**config.mk**
```make
export PLATFORM = sky130hd
export DESIGN_NAME = pe_r_sched
export DESIGN_NICKNAME = d
export VERILOG_FILES = /design/src/rtl/pe_pkg.sv /design/src/rtl/rr_arb2.sv /design/src/rtl/pe_r_sched.sv
export SDC_FILE = /design/constraint.sdc
export NUM_CORES = 1
export LEC_CHECK = 0
export BUFFER_PORTS_ARGS = -buffer_cell sky130_fd_sc_hd__buf_2
export CAP_MARGIN = 25
export CORE_AREA = 8 8 123 125
export DETAILED_ROUTE_END_ITERATION = 8
export DIE_AREA = 0 0 131 133
export PLACE_DENSITY = 0.57
export SLEW_MARGIN = 20
export SYNTH_ARGS = -nofsm -noshare
export SYNTH_HDL_FRONTEND = slang
export SYNTH_SLANG_ARGS = --single-unit
```
**constraint.sdc**
```tcl
create_clock -name clk -period 2.6 [get_ports clk]
set_clock_uncertainty 0.05 [all_clocks]
set_input_delay 0.26 -clock clk [delete_from_list [all_inputs] [get_ports clk]]
set_output_delay 0.26 -clock clk [all_outputs]
set_load 0.01 [all_outputs]
```
**src/rtl/pe_pkg.sv**
```systemverilog
// Shared constants for the PE_R job scheduler: scheme codes, pipeline depth, FSM encoding.
package pe_pkg;

    localparam int unsigned PIPE_NUM = 4;

    localparam logic [1:0] SCHEME0 = 2'b00;
    localparam logic [1:0] SCHEME1 = 2'b01;
    localparam logic [1:0] SCHEME2 = 2'b10;
    localparam logic [1:0] SCHEME3 = 2'b11;

    localparam int unsigned ST_W = 2;
    localparam logic [ST_W-1:0] ST_RUN   = 2'd0;
    localparam logic [ST_W-1:0] ST_DRAIN = 2'd1;
    localparam logic [ST_W-1:0] ST_DONE  = 2'd2;

endpackage

```
**src/rtl/rr_arb2.sv**
```systemverilog
// Two-way round-robin arbiter; the pointer moves to the loser after every grant.
module rr_arb2 (
    input  logic       clk,
    input  logic       rst_n,
    input  logic       en,
    input  logic [1:0] valid,
    output logic [1:0] grant
);

    logic rr_q;

    always_comb begin
        grant = 2'b00;
        if (en) begin
            if (valid == 2'b11) begin
                grant = rr_q ? 2'b10 : 2'b01;
            end else begin
                grant = valid;
            end
        end
    end

    always_ff @(posedge clk or negedge rst_n) begin
        if (!rst_n) begin
            rr_q <= 1'b0;
        end else if (grant != 2'b00) begin
            rr_q <= grant[0];
        end
    end

endmodule

```
**src/rtl/pe_r_sched.sv**
```systemverilog
// Issues jobs from two requesters into the PE_R pipeline and tags the results
// that emerge PIPE_NUM cycles later; supports draining the pipeline on request.
module pe_r_sched #(
    parameter int unsigned BITWIDTH   = 18,
    parameter int unsigned CORDIC_NUM = 14,
    parameter int unsigned PIPE_NUM   = pe_pkg::PIPE_NUM,
    parameter int unsigned TAG_W      = 4
) (
    input  logic                    clk,
    input  logic                    rst_n,
    input  logic                    req0_valid,
    output logic                    req0_ready,
    input  logic [1:0]              req0_scheme,
    input  logic [1:0]              req0_idle,
    input  logic [CORDIC_NUM-1:0]   req0_angle0,
    input  logic [CORDIC_NUM-1:0]   req0_angle1,
    input  logic [4*BITWIDTH-1:0]   req0_data,
    input  logic [TAG_W-1:0]        req0_tag,
    input  logic                    req1_valid,
    output logic                    req1_ready,
    input  logic [1:0]              req1_scheme,
    input  logic [1:0]              req1_idle,
    input  logic [CORDIC_NUM-1:0]   req1_angle0,
    input  logic [CORDIC_NUM-1:0]   req1_angle1,
    input  logic [4*BITWIDTH-1:0]   req1_data,
    input  logic [TAG_W-1:0]        req1_tag,
    output logic [1:0]              pe_idle,
    output logic [1:0]              pe_scheme,
    output logic [CORDIC_NUM-1:0]   pe_angle0,
    output logic [CORDIC_NUM-1:0]   pe_angle1,
    output logic [4*BITWIDTH-1:0]   pe_data,
    output logic                    rsp_valid,
    output logic                    rsp_id,
    output logic [TAG_W-1:0]        rsp_tag,
    input  logic                    drain_req,
    output logic                    drain_done,
    output logic [2:0]              inflight
);

    import pe_pkg::*;

    logic [ST_W-1:0]     state_q, state_d;
    logic                issue_en;
    logic [1:0]          grant;
    logic                issue;
    logic [TAG_W-1:0]    issue_tag;
    logic [PIPE_NUM-1:0] sr_valid;
    logic [PIPE_NUM-1:0] sr_id;
    logic [TAG_W-1:0]    sr_tag [PIPE_NUM];
    logic [2:0]          inflight_q, inflight_d;
    logic                drain_done_q;

    // Readiness never looks at PE_R results, so no loop through the datapath.
    assign issue_en   = rst_n && (state_q == ST_RUN) && !drain_req;
    assign issue      = |grant;
    assign req0_ready = grant[0];
    assign req1_ready = grant[1];

    rr_arb2 u_arb (
        .clk   (clk),
        .rst_n (rst_n),
        .en    (issue_en),
        .valid ({req1_valid, req0_valid}),
        .grant (grant)
    );

    always_comb begin
        pe_idle   = 2'b11;
        pe_scheme = '0;
        pe_angle0 = '0;
        pe_angle1 = '0;
        pe_data   = '0;
        issue_tag = '0;
        if (grant[0]) begin
            pe_idle   = req0_idle;
            pe_scheme = req0_scheme;
            pe_angle0 = req0_angle0;
            pe_angle1 = req0_angle1;
            pe_data   = req0_data;
            issue_tag = req0_tag;
        end else if (grant[1]) begin
            pe_idle   = req1_idle;
            pe_scheme = req1_scheme;
            pe_angle0 = req1_angle0;
            pe_angle1 = req1_angle1;
            pe_data   = req1_data;
            issue_tag = req1_tag;
        end
    end

    // Job identity travels alongside PE_R so it lines up with its result.
    always_ff @(posedge clk or negedge rst_n) begin
        if (!rst_n) begin
            sr_valid <= '0;
            sr_id    <= '0;
            for (int i = 0; i < int'(PIPE_NUM); i++) begin
                sr_tag[i] <= '0;
            end
        end else begin
            sr_valid  <= {sr_valid[PIPE_NUM-2:0], issue};
            sr_id     <= {sr_id[PIPE_NUM-2:0], grant[1]};
            sr_tag[0] <= issue_tag;
            for (int i = 1; i < int'(PIPE_NUM); i++) begin
                sr_tag[i] <= sr_tag[i-1];
            end
        end
    end

    assign rsp_valid = sr_valid[PIPE_NUM-1];
    assign rsp_id    = sr_id[PIPE_NUM-1];
    assign rsp_tag   = sr_tag[PIPE_NUM-1];

    assign inflight_d = inflight_q + 3'(issue) - 3'(rsp_valid);

    always_comb begin
        state_d = state_q;
        case (state_q)
            ST_RUN:   if (drain_req) state_d = ST_DRAIN;
            ST_DRAIN: if (inflight_d == 3'd0) state_d = ST_DONE;
            ST_DONE:  if (!drain_req) state_d = ST_RUN;
            default:  state_d = ST_RUN;
        endcase
    end

    always_ff @(posedge clk or negedge rst_n) begin
        if (!rst_n) begin
            state_q      <= ST_RUN;
            inflight_q   <= 3'd0;
            drain_done_q <= 1'b0;
        end else begin
            state_q      <= state_d;
            inflight_q   <= inflight_d;
            drain_done_q <= (state_d == ST_DONE);
        end
    end

    assign inflight   = inflight_q;
    assign drain_done = drain_done_q;

endmodule

```
After elaboration in Yosys (flattened, before gate mapping) --
Cells that the tools add are included.
Word-level totals: flip-flop bits (word level) 31, input bits 221, output and inout port bits 116, logic and storage cells 42
Cells by class: add/subtract/negate cells 2, eq/ne operators 4, mux-type cells 19, reductions and logical operators 7
Operator list (number):
- two-way mux 72 bit | 2
- two-way mux 14 bit | 4
- two-way mux 2 bit | 10
- two-way mux 4 bit | 2
- equality test 2 bit (second input constant) | 3
- case mux 2 bit (3 select lines) | 1
- adder 3 x 1 -> 3 bit | 1
- logical NOT 3 bit | 1
- subtractor 3 x 1 -> 3 bit | 1
- equality test 2 x 1 -> 1 bit (second input constant) | 1
- logical AND 1 bit | 2
- logical NOT 2 bit | 1
- nonzero test 2 bit | 1
- OR reduction 2 bit | 1
- logical NOT 1 bit | 1

Depth between registers and ports, before layout --
Gate-level depths: netlist (run 1).
word-level depth 11, mapped depth 9, mapped depth without buffers 9

Cells and area by module --
From an unflattened synthesis (run 1), not the netlist that was laid out.
Second synthesis, totals: cells, all modules 196, area total of the unflattened synthesis 2112.0 um2
By module, submodules not included:
- pe_r_sched | instances 1, cells an instance 188, area an instance 2050.7 um2, sequential area each 750.7 um2
- rr_arb2 | instances 1, cells an instance 8, area an instance 61.3 um2, sequential area each 25.0 um2

Least setup slack after synthesis (run 1) --
Ideal clock, no wire load.
path kind reg2reg, start point register state_q[1], end point register drain_done_q (netlist: drain_done), library setup time 0.078 ns, arrival 2.475 ns, required time 2.472 ns, slack -0.003 ns, cell stages (with the launch flop) 10, path buffers 0, clock period less this slack 2.603 ns, cells stage by stage dfrtp_1 > nor4b_2 > o21ai_1 > ha_1 > inv_1 > ha_1 > fa_1 > xnor3_1 > nor4b_4 > o2bb2ai_1
Between the ends: word-level cells in the longest chain between the ends 11, elaborated cells between the ends (all ways) 15, classes of those cells 2 x add/sub; 3 x eq/ne; 5 x mux; 5 x reduce/logical
Ends and longest elaborated chain:
- start: declaration | line pe_r_sched.sv:42 | logic [ST_W-1:0] state_q, state_d;
- start signal: assignment | line pe_r_sched.sv:131 | state_q <= state_d;
- logical NOT 2 bit | line pe_r_sched.sv:54 | assign issue_en = rst_n && (state_q == ST_RUN) && !drain_req;
- logical AND 1 bit (2 in a row) | line pe_r_sched.sv:54
- two-way mux 2 bit | line rr_arb2.sv:14 | if (en) begin
- OR reduction 2 bit | line pe_r_sched.sv:55 | assign issue = |grant;
- adder 3 x 1 -> 3 bit | line pe_r_sched.sv:113 | assign inflight_d = inflight_q + 3'(issue) - 3'(rsp_valid);
- subtractor 3 x 1 -> 3 bit | line pe_r_sched.sv:113
- net inflight_d[2] | line pe_r_sched.sv:50 | logic [2:0] inflight_q, inflight_d;
- logical NOT 3 bit | line pe_r_sched.sv:119 | ST_DRAIN: if (inflight_d == 3'd0) state_d = ST_DONE;
- two-way mux 2 bit | line pe_r_sched.sv:119
- case mux 2 bit (3 select lines) | line pe_r_sched.sv:117 | case (state_q)
- equality test 2 bit | line pe_r_sched.sv:133 | drain_done_q <= (state_d == ST_DONE);
- end signal: assignment | line pe_r_sched.sv:133
- end: declaration | line pe_r_sched.sv:51 | logic drain_done_q;
The timed path passes the listed nets, and every way through them passes these cells. A chain may end at the register's enable or synchronous reset.

Final worst setup path (run 1) --
start point register state_q[1], end point register state_q[1]
Between the ends: word-level cells in the longest chain between the ends 10, elaborated cells between the ends (all ways) 14, classes of those cells 2 x add/sub; 2 x eq/ne; 5 x mux; 5 x reduce/logical
Ends and longest elaborated chain (line):
- logical NOT 2 bit | pe_r_sched.sv:54
- logical AND 1 bit (2 in a row) | pe_r_sched.sv:54
- two-way mux 2 bit | rr_arb2.sv:14
- OR reduction 2 bit | pe_r_sched.sv:55
- adder 3 x 1 -> 3 bit | pe_r_sched.sv:113
- subtractor 3 x 1 -> 3 bit | pe_r_sched.sv:113
- net inflight_d[2] | pe_r_sched.sv:50
- logical NOT 3 bit | pe_r_sched.sv:119
- two-way mux 2 bit | pe_r_sched.sv:119
- case mux 2 bit (3 select lines) | pe_r_sched.sv:117
- net state_d[1] | pe_r_sched.sv:42
The timed path passes the listed nets, and every way through them passes these cells.

==> summary.txt, run 1 <==
status -> complete, but fails checks
violated checks -> negative hold slack
filler cell count -> 1,379
Buffers on Ports -> 336
die width -> 131 um
period utilization -> 0.9833
Avg Vias per Cell -> 4.900
GR Util All Layers -> 0.1580
max-cap check violation count -> 0
Post-DRT Antenna Nets -> 0
top cells by area, synth -> a32oi_1 (35%), dfrtp_1 (29%), nor2_1 (15%), buf_2 (3.8%), buf_4 (2.6%)
std cell rows -> 42
crit path from -> state_q[1]
DR pass1 iterations -> 4
post-DP HPWL -> 12,010 um
most frequent cells in the layout -> buf_2 (335), nor2_1 (107), a32oi_1 (106)
clock power share -> 0.262
Core Area -> 0.01309 mm2
CP Capture Type -> flip-flop
final WL -> 15,180 um
DRC errors left -> 0
Critical Path Start Type -> flip-flop
Setup Crit Path Kind -> reg2reg
placed insts -> 796
Fin. Hold Viols -> 31
Die ar. -> 0.01742 mm2
first-pass GRT wire length -> 22,200 um
Worst Hold Class -> in2async
routability cong. -> 0.8178
min Tclk post-route -> 2.557 ns
# setup viols final -> 0
clock edge transition at the registers on the reported setup and hold paths -> 0.05 ns
Worst setup endpoint -> state_q[1]
Slowest-stage cell, CP -> dfrtp_2
post-layout util -> 0.3504
count of different cell masters after synthesis -> 26
Flop pwr share -> 0.246
WP data required -> 2.74 ns
Final Max Slew Viols -> 0
VDD IR max -> 0.2603 mV
fmax -> 391.1 MHz
most common cell after layout, fill and taps aside -> buf_2
P_int -> 0.001531 W
Root Driver -> clkbuf_16
final std cells w/o fill -> 807
fraction of layout cells with a size suffix above 1 -> 0.5778
Warnings, synthesis -> 0
worst r2r dst -> state_q[1]
CP arrival -> 2.69 ns
clk sinks -> 31
RSZ-0062 raised after global routing -> true
Clock Path Buffers -> 2
combinational group share of total power -> 0.492
syn avg cell area -> 8.083 um2
Worst R2R Path Depth -> 9
TritonCTS Buffers -> 5
cell taking the most area after synthesis -> a32oi_1
TritonCTS clock tree -> yes
register-to-register setup slack -> 0.04 ns
Hold Slack -> -0.01545 ns
PwrDens -> 541.6 mW/mm2
H-tree levels -> 2
FF-to-FF Start -> state_q[1]
Pwr Total -> 0.002484 W
Iter 0 DRT Violations -> 241
vias -> 3,954
post-synth top area share -> 0.3523
register area -> 778.2 um2
NetSw -> 0.0009530 W
Critical Path Stages -> 9
initial antenna violation count -> 0
Syn-to-layout area delta -> 74.03%
grt total ovfl -> 0
max_slew headroom -> 0.5817
IO Pins -> 337
Multi-input gate area -> 0.001583 mm2
pin count of the biggest net entering global routing -> 111
synthesized area -> 0.002635 mm2
chip height -> 133 um
# nets final -> 853
number of global-route vias before repair -> 3,986
sequential cell area fraction in the yosys report -> 0.2944
Sw Share -> 0.3837
WP buf/inv -> 1
slowest stage delay, CP -> 0.43 ns
wire length per cell -> 18.81 um
Starting Density -> 0.2014
P_leak -> 2.467 nW
crit path max fanout -> 3
Syn Nets -> 550
cell breakdown of the critical path -> nor4b_4 > o21ai_1 > ha_1 > inv_1 > ha_2 > fa_2 > xnor3_1 > nor4b_4 > o2bb2ai_1
worst slew pin tran -> 0.6274 ns
most frequent CP cell -> nor4b_4
#FFs+latches synth -> 31
Mapped Cells -> 326
clk_lat worst skew -> 0.27 ns
CP top delay family -> adder cells
[state kept, by name (all words and copies together), names as in the netlist]
register    cells
sr_valid        4
sr_id           4
rsp_tag         4
inflight        3
drain_done      1
u_arb.rr_q      1
state_q         2
sr_tag         12
[cells in the mapped netlist, drive strengths merged]
| library cell | number |
|---|---|
| nor4b | 2 |
| buf | 37 |
| o21ai | 1 |
| fa | 1 |
| o2bb2ai | 2 |
| dfrtp | 31 |
| and2 | 1 |
| a31oi | 1 |
| a32oi | 106 |
| nand2b | 1 |
| nand2 | 3 |
| nand3 | 1 |
| nor2 | 107 |
| a21boi | 1 |
| a21oi | 1 |
| inv | 9 |
| a32o | 2 |
| clkbuf | 14 |
| and3 | 1 |
| ha | 2 |
| xnor3 | 1 |
| nor3 | 1 |
[worst min-delay path by stage]
stage / slack [ns] / from / endpoint
floorplan: -0.09 / rst_n / drain_done
CTS: 0.003 / rst_n / rsp_tag[0]
global route: 0.03 / rst_n / rsp_tag[2]
detailed placement: 0.29 / rst_n / rsp_tag[0]
global placement: 0.28 / rst_n / sr_id[3]
finish: -0.02 / rst_n / u_arb.rr_q
[cell type report]
| class | instances | share of cell area |
|---|---|---|
| well taps | 176 | 0.04802 |
| flip-flops and latches | 31 | 0.1697 |
| clock inverters | 3 | 0.009550 |
| clock buffers | 5 | 0.02729 |
| diodes | 1 | 0.0005457 |
| repair buffers | 347 | 0.3924 |
| inverters | 9 | 0.007367 |
| multi-input cells | 235 | 0.3452 |
[through the flow]
step | cell area (um2) | setup slack [ns] | setup TNS, ns
global placement | 4372 | 0.1023 | 0
detailed placement | 4372 | 0.01200 | 0
CTS | 4541 | 0.0006468 | 0
global route | 4583 | -0.06224 | -0.1485
floorplan | 2644 | 0.08075 | 0
finish | 4586 | 0.04332 | 0
[worst register-to-register path: stages, from the launching register on]
cell	delay, ns
dfrtp_2	0.43
nor4b_4	0.29
o21ai_1	0.12
ha_1	0.29
inv_1	0.04
ha_2	0.16
fa_2	0.33
xnor3_1	0.23
nor4b_4	0.35
o2bb2ai_1	0.17
[power by group through the flow]
| stage | logic (W) | registers [W] | clock network (W) |
|---|---|---|---|
| after floorplan | 0.000781 | 0.000615 | 0 |
| final | 0.00122 | 0.000611 | 0.000651 |
| after CTS | 0.00121 | 0.000607 | 0.000661 |
| after global placement | 0.00117 | 0.000611 | 0 |
| after detailed placement | 0.00121 | 0.000615 | 0 |
| after global routing | 0.00134 | 0.000617 | 0.000685 |
[logic make-up after synthesis]
logic type,share of synthesized area
flip-flops,0.2944
AND/OR/NAND/NOR,0.1823
adder cells (fa/ha/maj),0.01709
XOR/XNOR,0.008546
AO/OA/AOI/OAI,0.3756
buffers and inverters,0.1220
[layer usage]
layer / global-route usage / vias to the layer above / part of all wire
met5: 0 / - / 0
met3: 0.03696 / 12 / 0.078
met2: 0.2867 / 193 / 0.53
met1: 0.1832 / 1874 / 0.39
met4: 0.02680 / 0 / 0.0083
li1: - / 1875 / -
[what timing repair did]
item                                    CTS  global route
endpoints found under the setup margin    0             3
setup buffers                             0             1
hold buffers                              0             0
resized for setup                         0             4
endpoints found under the hold margin     0             0
Power figures use the tool's default switching activity.
==> run 2, diff against run 1 <==
Settings changed: REMOVE_ABC_BUFFERS set to 1.
==> run 2 against run 1 <==
The flow now finishes without violations. Sequential cell count unchanged. Setup slack improved by 0.050 ns. Clock power decreased by 1%. Sequential power decreased by 1%. Critical path type unchanged.
==> summary.txt, run 2 (synthesized netlist as in run 1, its figures left out) <==
Critical Path Start Type -> flip-flop
clock edge transition at the registers on the reported setup and hold paths -> 0.05 ns (about the same)
chip height -> 133 um (unchanged)
slowest stage delay, CP -> 0.40 ns (-0.03 ns)
fraction of layout cells with a size suffix above 1 -> 0.5759 (-0.001828)
die width -> 131 um (unchanged)
WP data required -> 2.74 ns (about the same)
DR pass1 iterations -> 4 (unchanged)
initial antenna violation count -> 0 (unchanged)
worst setup margin -> 0.09306 ns (+0.04975 ns)
Root Driver -> clkbuf_16
Final Max Slew Viols -> 0 (unchanged)
CP Capture Type -> flip-flop
VDD IR max -> 0.3823 mV (+47%)
Die ar. -> 0.01742 mm2 (unchanged)
GR Util All Layers -> 0.1497 (-0.008216)
# setup viols final -> 0 (unchanged)
fin area -> 0.004607 mm2 (+0.46%)
filler cell count -> 1,394 (+1.1%)
Core Area -> 0.01309 mm2 (unchanged)
most frequent CP cell -> nor4b_4
most frequent cells in the layout -> buf_2 (335), nor2_1 (107), a32oi_1 (106)
fmax -> 398.9 MHz (+2.0%)
Worst Hold Class -> in2reg
CP top delay family -> adder cells
RSZ-0062 raised after global routing -> true
vias -> 3,982 (+0.71%)
TritonCTS clock tree -> yes
TNS Setup -> 0 ns (unchanged)
Most flops, register -> sr_tag
DRC errors left -> 0 (unchanged)
post-DP HPWL -> 11,260 um (-6.3%)
crit path max fanout -> 3 (unchanged)
min Tclk post-route -> 2.507 ns (-0.04975 ns)
most common cell after layout, fill and taps aside -> buf_2
WP buf/inv -> 1 (unchanged)
P_leak -> 2.479 nW (+0.47%)
clk sinks -> 31 (unchanged)
pin count of the biggest net entering global routing -> 111 (unchanged)
Fin. Hold Viols -> 0 (-100%)
Setup Crit Path Kind -> reg2reg
status -> complete, no violations
Iter 0 DRT Violations -> 191 (-21%)
grt total ovfl -> 0 (unchanged)
Clock Path Buffers -> 2 (unchanged)
IO Pins -> 337 (unchanged)
clk_lat worst skew -> 0.27 ns (about the same)
Syn-to-layout area delta -> 74.83%
CP arrival -> 2.64 ns (-0.05 ns)
routability cong. -> 0.7928 (-3.1%)
Slowest-stage cell, CP -> dfrtp_1
Buffers on Ports -> 336 (unchanged)
antenna cells -> 0 (-1)
Post-DRT Antenna Nets -> 0 (unchanged)
wire length per cell -> 17.63 um (-6.3%)
max_slew headroom -> 0.6154 (+0.03372)
Starting Density -> 0.2014 (unchanged)
max reg flops -> 12 (unchanged)
# nets final -> 855 (+0.23%)
pre-CTS setup slack -> -0.005697 ns (-0.01770 ns)
H-tree levels -> 2 (unchanged)
std cell rows -> 42 (unchanged)
first-pass GRT wire length -> 21,580 um (-2.8%)
number of global-route vias before repair -> 4,267 (+7.0%)
Avg Vias per Cell -> 4.928 (+0.58%)
period utilization -> 0.9642 (-0.01913)
TritonCTS Buffers -> 5 (unchanged)
PwrDens -> 538.3 mW/mm2 (-0.61%)
cell breakdown of the critical path -> nor4b_4 > o21ai_2 > ha_1 > inv_1 > ha_2 > fa_2 > xnor3_1 > nor4b_4 > o2bb2ai_1
Hold Slack -> 0.2027 ns (+0.2182 ns)
final WL -> 14,250 um (-6.1%)
dpl cell area -> 0.004383 mm2 (+0.26%)
worst slew pin tran -> 0.5768 ns (-0.05059 ns)
max-cap check violation count -> 0 (unchanged)
## run 2: per-stage QoR
stage                     std cells  utilization  total power, W
after floorplan                 275            -        0.001290
after global placement          797       0.3350        0.001789
after detailed placement        797       0.3350        0.001829
after CTS                       806       0.3493        0.002496
after global routing            808       0.3521        0.002651
final                           808       0.3521        0.002480
## run 2: per-layer routing
layer / vias up / GRT usage / wire [um]
met1: 1886 / 0.1688 / 5475
met5: - / 0 / 0
met2: 210 / 0.2656 / 7115
li1: 1872 / - / -
met3: 14 / 0.05062 / 1491
met4: 0 / 0.02744 / 163
## run 2: worst min-delay path, cell delays in order
cell and delay [ns]:
buf_2 0.08, a32oi_1 0.06, nor2_1 0.09
## run 2: where the power goes
part	switching (W)	internal, W
Sequential	0.0000489	0.000553
Combinational	0.000697	0.000538
Clock	0.000193	0.000450
## run 2: final cells by class
cell class                 count  area, um2  share of cell area
multi-input combinational    235       1587              0.3444
clock inverter                 3      43.79            0.009506
sequential                    31      775.7              0.1684
timing repair buffer         349       1822              0.3954
inverter                       9      33.78            0.007333
clock buffer                   5      125.1             0.02716
tap                          176      220.2             0.04780
## run 2: repair_timing
action / in CTS / in global routing
pin swaps: 0 / 6
setup endpoints to repair: 1 / 3
resized for setup: 1 / 3
hold buffers: 1 / 0
setup buffers: 0 / 1
endpoints found under the hold margin: 31 / 0
## run 2: final timing paths
path	cells past startpoint	slack [ns]	endpoint	startpoint
min reg2reg	0	0.29	sr_tag[7]	sr_tag[11]
min in group asynchronous	3	0.52	sr_id[3]	rst_n
min	3	0.20	sr_tag[12]	req0_tag[0]
max	9	0.09	drain_done	state_q[1]
max in group asynchronous	3	1.69	sr_valid[1]	rst_n
max reg2reg	9	0.09	drain_done	state_q[1]
